## src/rtl/spi_slave.sv

```systemverilog
// SPI slave front end: deserialises 10-bit command frames and serialises read data.
// Ports: clk, rst (sync, active-high), SS_n, MOSI -> rx_data/rx_valid; tx_data/tx_valid -> MISO.
// Optional macro SPI_SLAVE_SVA_EN compiles in protocol assertions and state covers.
module spi_slave #(
  parameter int ADDR_SIZE = 8
) (
  input  logic                 clk,
  input  logic                 rst,
  input  logic                 SS_n,
  input  logic                 MOSI,
  output logic                 MISO,
  output logic [ADDR_SIZE+1:0] rx_data,
  output logic                 rx_valid,
  input  logic [ADDR_SIZE-1:0] tx_data,
  input  logic                 tx_valid
);

  localparam int FW = ADDR_SIZE + 2;
  localparam int CW = $clog2(FW);

  typedef enum logic [2:0] {
    IDLE,
    CHK_CMD,
    WRITE,
    READ_ADD,
    READ_DATA
  } state_t;

  state_t               state_q, state_d;
  logic [CW-1:0]        cnt_q, cnt_d;
  logic [FW-2:0]        sh_q, sh_d;
  logic [FW-1:0]        rx_data_q, rx_data_d;
  logic                 rx_valid_q, rx_valid_d;
  logic                 flag_q, flag_d;
  logic [ADDR_SIZE-1:0] tx_sh_q, tx_sh_d;
  logic [CW-1:0]        tx_left_q, tx_left_d;
  logic                 tx_cap_q, tx_cap_d;
  logic                 miso_q, miso_d;
  logic                 last_bit;
  logic                 rx_done;

  // cnt_q counts bits 8..0; FW-1 means the frame is complete.
  assign last_bit = (cnt_q == CW'(FW - 2));
  assign rx_done  = (cnt_q == CW'(FW - 1));

  always_comb begin
    state_d    = state_q;
    cnt_d      = cnt_q;
    sh_d       = sh_q;
    rx_data_d  = rx_data_q;
    rx_valid_d = 1'b0;
    flag_d     = flag_q;
    tx_sh_d    = tx_sh_q;
    tx_left_d  = tx_left_q;
    tx_cap_d   = tx_cap_q;
    miso_d     = miso_q;
    if (SS_n) begin
      // Abort or end of transfer: drop any partial frame or byte.
      state_d   = IDLE;
      cnt_d     = '0;
      tx_left_d = '0;
      tx_cap_d  = 1'b0;
      miso_d    = 1'b0;
    end else begin
      unique case (state_q)
        IDLE: begin
          state_d   = CHK_CMD;
          cnt_d     = '0;
          tx_left_d = '0;
          tx_cap_d  = 1'b0;
          miso_d    = 1'b0;
        end
        CHK_CMD: begin
          sh_d = {{(FW - 2){1'b0}}, MOSI};
          if (!MOSI)
            state_d = WRITE;
          else if (flag_q)
            state_d = READ_DATA;
          else
            state_d = READ_ADD;
        end
        WRITE, READ_ADD, READ_DATA: begin
          if (!rx_done) begin
            sh_d  = {sh_q[FW-3:0], MOSI};
            cnt_d = cnt_q + 1'b1;
            if (last_bit) begin
              rx_data_d  = {sh_q, MOSI};
              rx_valid_d = 1'b1;
              if (state_q == READ_ADD)
                flag_d = 1'b1;
            end
          end else if (state_q == READ_DATA) begin
            if (!tx_cap_q) begin
              if (tx_valid) begin
                miso_d    = tx_data[ADDR_SIZE-1];
                tx_sh_d   = {tx_data[ADDR_SIZE-2:0], 1'b0};
                tx_left_d = CW'(ADDR_SIZE - 1);
                tx_cap_d  = 1'b1;
                flag_d    = 1'b0;
              end
            end else if (tx_left_q != '0) begin
              miso_d    = tx_sh_q[ADDR_SIZE-1];
              tx_sh_d   = {tx_sh_q[ADDR_SIZE-2:0], 1'b0};
              tx_left_d = tx_left_q - 1'b1;
            end else begin
              miso_d = 1'b0;
            end
          end
        end
      endcase
    end
  end

  always_ff @(posedge clk) begin
    if (rst) begin
      state_q    <= IDLE;
      cnt_q      <= '0;
      sh_q       <= '0;
      rx_data_q  <= '0;
      rx_valid_q <= 1'b0;
      flag_q     <= 1'b0;
      tx_sh_q    <= '0;
      tx_left_q  <= '0;
      tx_cap_q   <= 1'b0;
      miso_q     <= 1'b0;
    end else begin
      state_q    <= state_d;
      cnt_q      <= cnt_d;
      sh_q       <= sh_d;
      rx_data_q  <= rx_data_d;
      rx_valid_q <= rx_valid_d;
      flag_q     <= flag_d;
      tx_sh_q    <= tx_sh_d;
      tx_left_q  <= tx_left_d;
      tx_cap_q   <= tx_cap_d;
      miso_q     <= miso_d;
    end
  end

  assign MISO     = miso_q;
  assign rx_data  = rx_data_q;
  assign rx_valid = rx_valid_q;

`ifdef SPI_SLAVE_SVA_EN
  a_rxv_pulse: assert property (@(posedge clk) disable iff (rst)
    rx_valid_q |=> !rx_valid_q);
  a_rxv_bits: assert property (@(posedge clk) disable iff (rst)
    rx_valid_q |-> rx_done);
  a_miso_idle: assert property (@(posedge clk) disable iff (rst)
    (state_q != READ_DATA) |-> !miso_q);
  a_ss_idle: assert property (@(posedge clk) disable iff (rst)
    SS_n |=> (state_q == IDLE));
  c_idle_chk: cover property (@(posedge clk)
    state_q == IDLE ##1 state_q == CHK_CMD);
  c_chk_wr: cover property (@(posedge clk)
    state_q == CHK_CMD ##1 state_q == WRITE);
  c_chk_ra: cover property (@(posedge clk)
    state_q == CHK_CMD ##1 state_q == READ_ADD);
  c_chk_rd: cover property (@(posedge clk)
    state_q == CHK_CMD ##1 state_q == READ_DATA);
  c_chk_idle: cover property (@(posedge clk)
    state_q == CHK_CMD ##1 state_q == IDLE);
  c_wr_idle: cover property (@(posedge clk)
    state_q == WRITE ##1 state_q == IDLE);
  c_ra_idle: cover property (@(posedge clk)
    state_q == READ_ADD ##1 state_q == IDLE);
  c_rd_idle: cover property (@(posedge clk)
    state_q == READ_DATA ##1 state_q == IDLE);
`else
  // Checks compiled out.
`endif

endmodule

```

## config.mk

```make
export PLATFORM = sky130hd
export DESIGN_NAME = spi_slave
export DESIGN_NICKNAME = d
export VERILOG_FILES = /design/src/rtl/spi_slave.sv
export SDC_FILE = /design/constraint.sdc
export NUM_CORES = 1
export LEC_CHECK = 0
export CAP_MARGIN = 20
export CORE_MARGIN = 3
export CORE_UTILIZATION = 49
export CTS_CLUSTER_SIZE = 30
export DETAILED_ROUTE_END_ITERATION = 8
export PLACE_DENSITY = 0.75
export REMOVE_ABC_BUFFERS = 1
export SLEW_MARGIN = 20
export SYNTH_ARGS = -nofsm -noshare
export SYNTH_HDL_FRONTEND = slang
export SYNTH_SLANG_ARGS = --single-unit
```

## constraint.sdc

```tcl
create_clock -name clk -period 1.8 [get_ports clk]
set_input_delay 0.45 -clock clk [delete_from_list [all_inputs] [get_ports clk]]
set_output_delay 0.45 -clock clk [all_outputs]
set_load 0.01 [all_outputs]
```

# After elaboration in Yosys (flattened, before gate mapping)
# Index checks and enable logic that the tools add are counted.
# word_totals
regBits	42
word_cells	83
in_bits	13
# op_classes
n_bitwise	3
eq_ne	15
reduce_logical	19
n_mux	34
n_addsub	2
# op_table
operator	count
2-to-1 mux 4 bit	6
2-to-1 mux 8 bit	3
one-hot mux 9 bit (2 select lines)	1
2-to-1 mux 1 bit	16
one-hot mux 4 bit (2 select lines)	2
nonzero test 2 bit	6
!= test 2 bit, second input constant	5
2-to-1 mux 9 bit	1
equality test 4 bit, second input constant	2
AND reduction 4 bit	2
AND reduction 7 bit	1
equality test 3 x 2 -> 1 bit, second input constant	2
2-to-1 mux 3 bit	2
!= test 3 bit, second input constant	2
one-hot mux 3 bit (2 select lines)	1
AND reduction 3 bit	2
AND reduction 6 bit	1
AND reduction 5 bit	1
adder 4 x 1 -> 4 bit, second input constant	1
!= test 2 x 1 -> 1 bit, second input constant	2
one-hot mux 1 bit (2 select lines)	2
nonzero test 4 bit	1
OR reduction 4 bit	1
subtractor 4 x 1 -> 4 bit, second input constant	1
other kinds (7)	9

# Longest topological paths before layout
# depth
ltp_word	6
mapped_depth	8
ltp_nobuf	6

# Least setup slack after synthesis
# Ideal clock, no wire load.
# synth_timing
kind	flip-flop to flip-flop
from	register cnt_q[1]
to	register tx_sh_q[6]
period_less_slack_ns	1.674
path_buffers	2
stages_incl_launch_ff	9
setup_ns	0.091
arrival_time_ns	1.583
path_slack_ns	0.126
path_cell_list	dfxtp_1 -> inv_1 -> ha_1 -> and3b_1 -> and4_1 -> buf_2 -> buf_6 -> a21oi_1 -> a311oi_1
# synth_via
elab_chain_len	2
# synth_rtl
item	line_no	source
start, declared	30	logic [CW-1:0] cnt_q, cnt_d;
start signal, assigned	128	cnt_q <= cnt_d;
equality test 4 bit	44	assign rx_done = (cnt_q == CW'(FW - 1));
AND reduction 6 bit (no line)	--	
end signal, assigned	133	tx_sh_q <= tx_sh_d;
end, declared	35	logic [ADDR_SIZE-1:0] tx_sh_q, tx_sh_d;
# No other way between the ends.
# A chain may end at the register's enable or synchronous reset.

# Final worst setup path
# layout_timing
from	register cnt_q[1]
to	register tx_left_q[2]
# layout_via
elab_chain_len	3
# layout_rtl
item	line_no	source
equality test 4 bit	44	
!= test 2 bit (no line)	--	
AND reduction 5 bit (no line)	--	
end signal, assigned	134	tx_left_q <= tx_left_d;
end, declared	36	logic [CW-1:0] tx_left_q, tx_left_d;
# No other way between the ends.

==> results <==
==> worst paths after layout <==
check / start / slack, ns / to
min: MISO / 0.49 / MISO
max: cnt_q[1] / 0.08 / tx_left_q[2]
min reg2reg: MISO / 0.49 / MISO
max reg2reg: cnt_q[1] / 0.08 / tx_left_q[2]
==> cells by family (layout without fill, tap and decap cells) <==
kind of cell	after synthesis	after routing	share of synthesized area, %
adders and majority gates	5	5	3.29
muxes	18	18	9.54
AOI/OAI and AO/OA	53	53	20.4
and+or+nand+nor	61	61	18.2
DFF	41	41	43.2
buffers and inverters	20	61	5.39
==> stage by stage <==
| step | utilization (%) | setup slack [ns] |
|---|---|---|
| floorplan | - | -0.0539 |
| global placement | 62.3 | -0.164 |
| detailed placement | 62.3 | -0.247 |
| CTS | 65.6 | 0.0244 |
| global route | 66.2 | -0.0144 |
| finish | 66.2 | 0.0847 |
==> state kept, by name, summed over array words and instances, names as in the netlist <==
name,count
sh_q,9
tx_left_q,4
tx_cap_q,1
state_q,3
tx_sh_q,7
flag_q,1
MISO,1
rx_valid,1
rx_data,10
cnt_q,4
==> power by group <==
group / total, W / internal, W / leakage, nW / switching, W
registers: 0.000915 / 0.000911 / 0.331 / 0.00000384
logic: 0.000135 / 0.0000658 / 0.481 / 0.0000695
clock network: 0.000761 / 0.000451 / 0.0574 / 0.000310
total: 0.00181 / 0.00143 / 0.869 / 0.000384
==> critical path: stages, from the launching register on <==
cell and delay (ns):
dfxtp_1 0.32, inv_1 0.08, ha_2 0.21, nand3b_1 0.14, buf_4 0.18, o31a_1 0.36, a211oi_2 0.25, nor3_1 0.07
==> repair_timing <==
item	in CTS	in global routing
pin swaps	0	1
gates resized for setup	1	8
endpoints found under the hold margin	0	0
endpoints found under the setup margin	6	23
==> layout by cell type, fill, tap and decap left out, drive strengths merged, types with 8 or more instances in the layout <==
cell            n
clkdlybuf4s50  24
a22o            9
buf            21
o21ai           8
dfxtp          41
nor2           19
inv             8
a21oi          13
mux2i          17
==> routing by layer <==
layer | share of wire, % | vias to the layer above | GRT usage [%]
li1 | - | 803 | -
met1 | 43 | 805 | 23.3
met4 | 0.80 | 0 | 8.93
met2 | 51 | 35 | 32.6
met3 | 5.0 | 4 | 5.42
met5 | 0 | - | 0
==> cell type report <==
| cell class | count | area (um^2) | area share (%) |
|---|---|---|---|
| clock buffers | 6 | 82.6 | 3.38 |
| clock inverters | 2 | 37.5 | 1.54 |
| inverters | 8 | 30.0 | 1.23 |
| multi-input cells | 137 | 1000 | 41.0 |
| flip-flops and latches | 41 | 821 | 33.6 |
| well taps | 48 | 60.1 | 2.46 |
| repair buffers | 45 | 410 | 16.8 |
==> key figures <==
GRT
  – Initial antenna violation count: 0
  – Largest net degree at the start of global routing: 24
  – GRT Residual Overflow: 0
  – Vias in the first global route: ~1600
  – Gr usage total: 19.6%
  – Global-route wire length before repair: 6890 um

STA
  – Peak Freq: roughly 600 MHz
  – Worst Skew: 0.00488 ns
  – Slew @ Worst Pin: 0.417 ns
  – Period Utilization, post-route: between 90% and 100%
  – Fin crit period: 1.72 ns
  – Final setup viols: 0
  – Slew HR: 71.9%
  – Final Hold Fails: 0
  – Max Slew Vio Count: 0
  – Setup TNS: 0 ns
  – WHS: 0.490 ns

Die
  – Die area: approximately 0.0047 mm^2
  – Width of the die: just under 70 um
  – Row count: 22
  – Core footprint: 0.00369 mm^2
  – # IOs: 25
  – Die Y: 68.3 um
  – Initial cell density of the core: 51.6%

Worst setup path
  – Worst EP required: 1.98 ns
  – CP startpoint kind: flop
  – Critical path type: reg -> reg
  – Worst-path fanout max: 4
  – Worst r2r path cells: 7
  – CP Data Arrival Time: 1.89 ns
  – CP Capture Type: flop

Pwr
  – Overall power: 0.00181 W
  – Leak: between 0.8 and 0.9 nW
  – Power per Cell Area: around 740 mW/mm^2
  – Peak supply drop: 717 uV

Worst hold path
  – Hold depth: 2
  – Hold Crit Class: reg -> reg

Detailed routing
  – Vias/cell: 5.74
  – Initial drt markers: 48
  – Vias post-DR: 1647
  – Routed wire length: 4250 um
  – WL/cell: 14.8 um
  – Residual DRC count: 0
  – DRT Pass-1 Iters: 4
  – Post-DRT Antenna Nets: 0

Synth
  – Cells after Synth: a little under 200
  – Synth area leader: dfxtp_1
  – Synth area leaders: dfxtp_1 (43%), mux2i_1 (8.9%), a22o_1 (4.1%), a21oi_1 (3.4%), nor2_1 (3.4%)
  – Synth top cells by count: dfxtp_1 (41), mux2i_1 (17), nor2_1 (17)
  – Primary FF master, synth: dfxtp_1
  – Async SR Flop Fraction: 0%
  – Synth Area per Inst: 9.61 um^2
  – Top-count cell post-synth: dfxtp_1
  – Post-synth EDFFs: 0
  – #FFs+latches synth: 41
  – Synth top area share: between 40% and 50%
  – Syn. warnings: 0
  – Seq/Total Area, Yosys: 43.2%
  – Synth Cell Area: roughly 0.0019 mm^2
  – Yosys cell types: 48

Final layout
  – P&R area growth vs syn: 28.5%
  – Cell area after layout: 0.00244 mm^2
  – Fillcell total: 307
  – Post-Layout Cell Count: 287
  – Post-layout nets: 256
  – N_diodes: 0
  – Layout cells sized above 1: between 15 and 20%

Placement
  – RePlAce Congestion: 0.834
  – Placed cell area: 0.00230 mm^2
  – Port Buf Inserts: 24
  – Final HPWL DP: 3110 um
  – Placed Instances: 279

Clock network
  – Cts hold-fix bufs: 0
  – Postcts setup bufs: 0
  – CTS root buffer: clkbuf_8
  – Worst-Skew Late Latency: around 0.29 ns
  – Sink Count: 41
  – TritonCTS clock tree: built
  – Worst-path clk slew: 0.08 ns
  – CTS Buf Count: 5
  – Clock Path Buffers: 2
  – CTS H-tree lvls: 2

Run status
  – Outcome: complete, no violations

Run
  – Max cap viols: 0
Power figures use the tool's default switching activity.
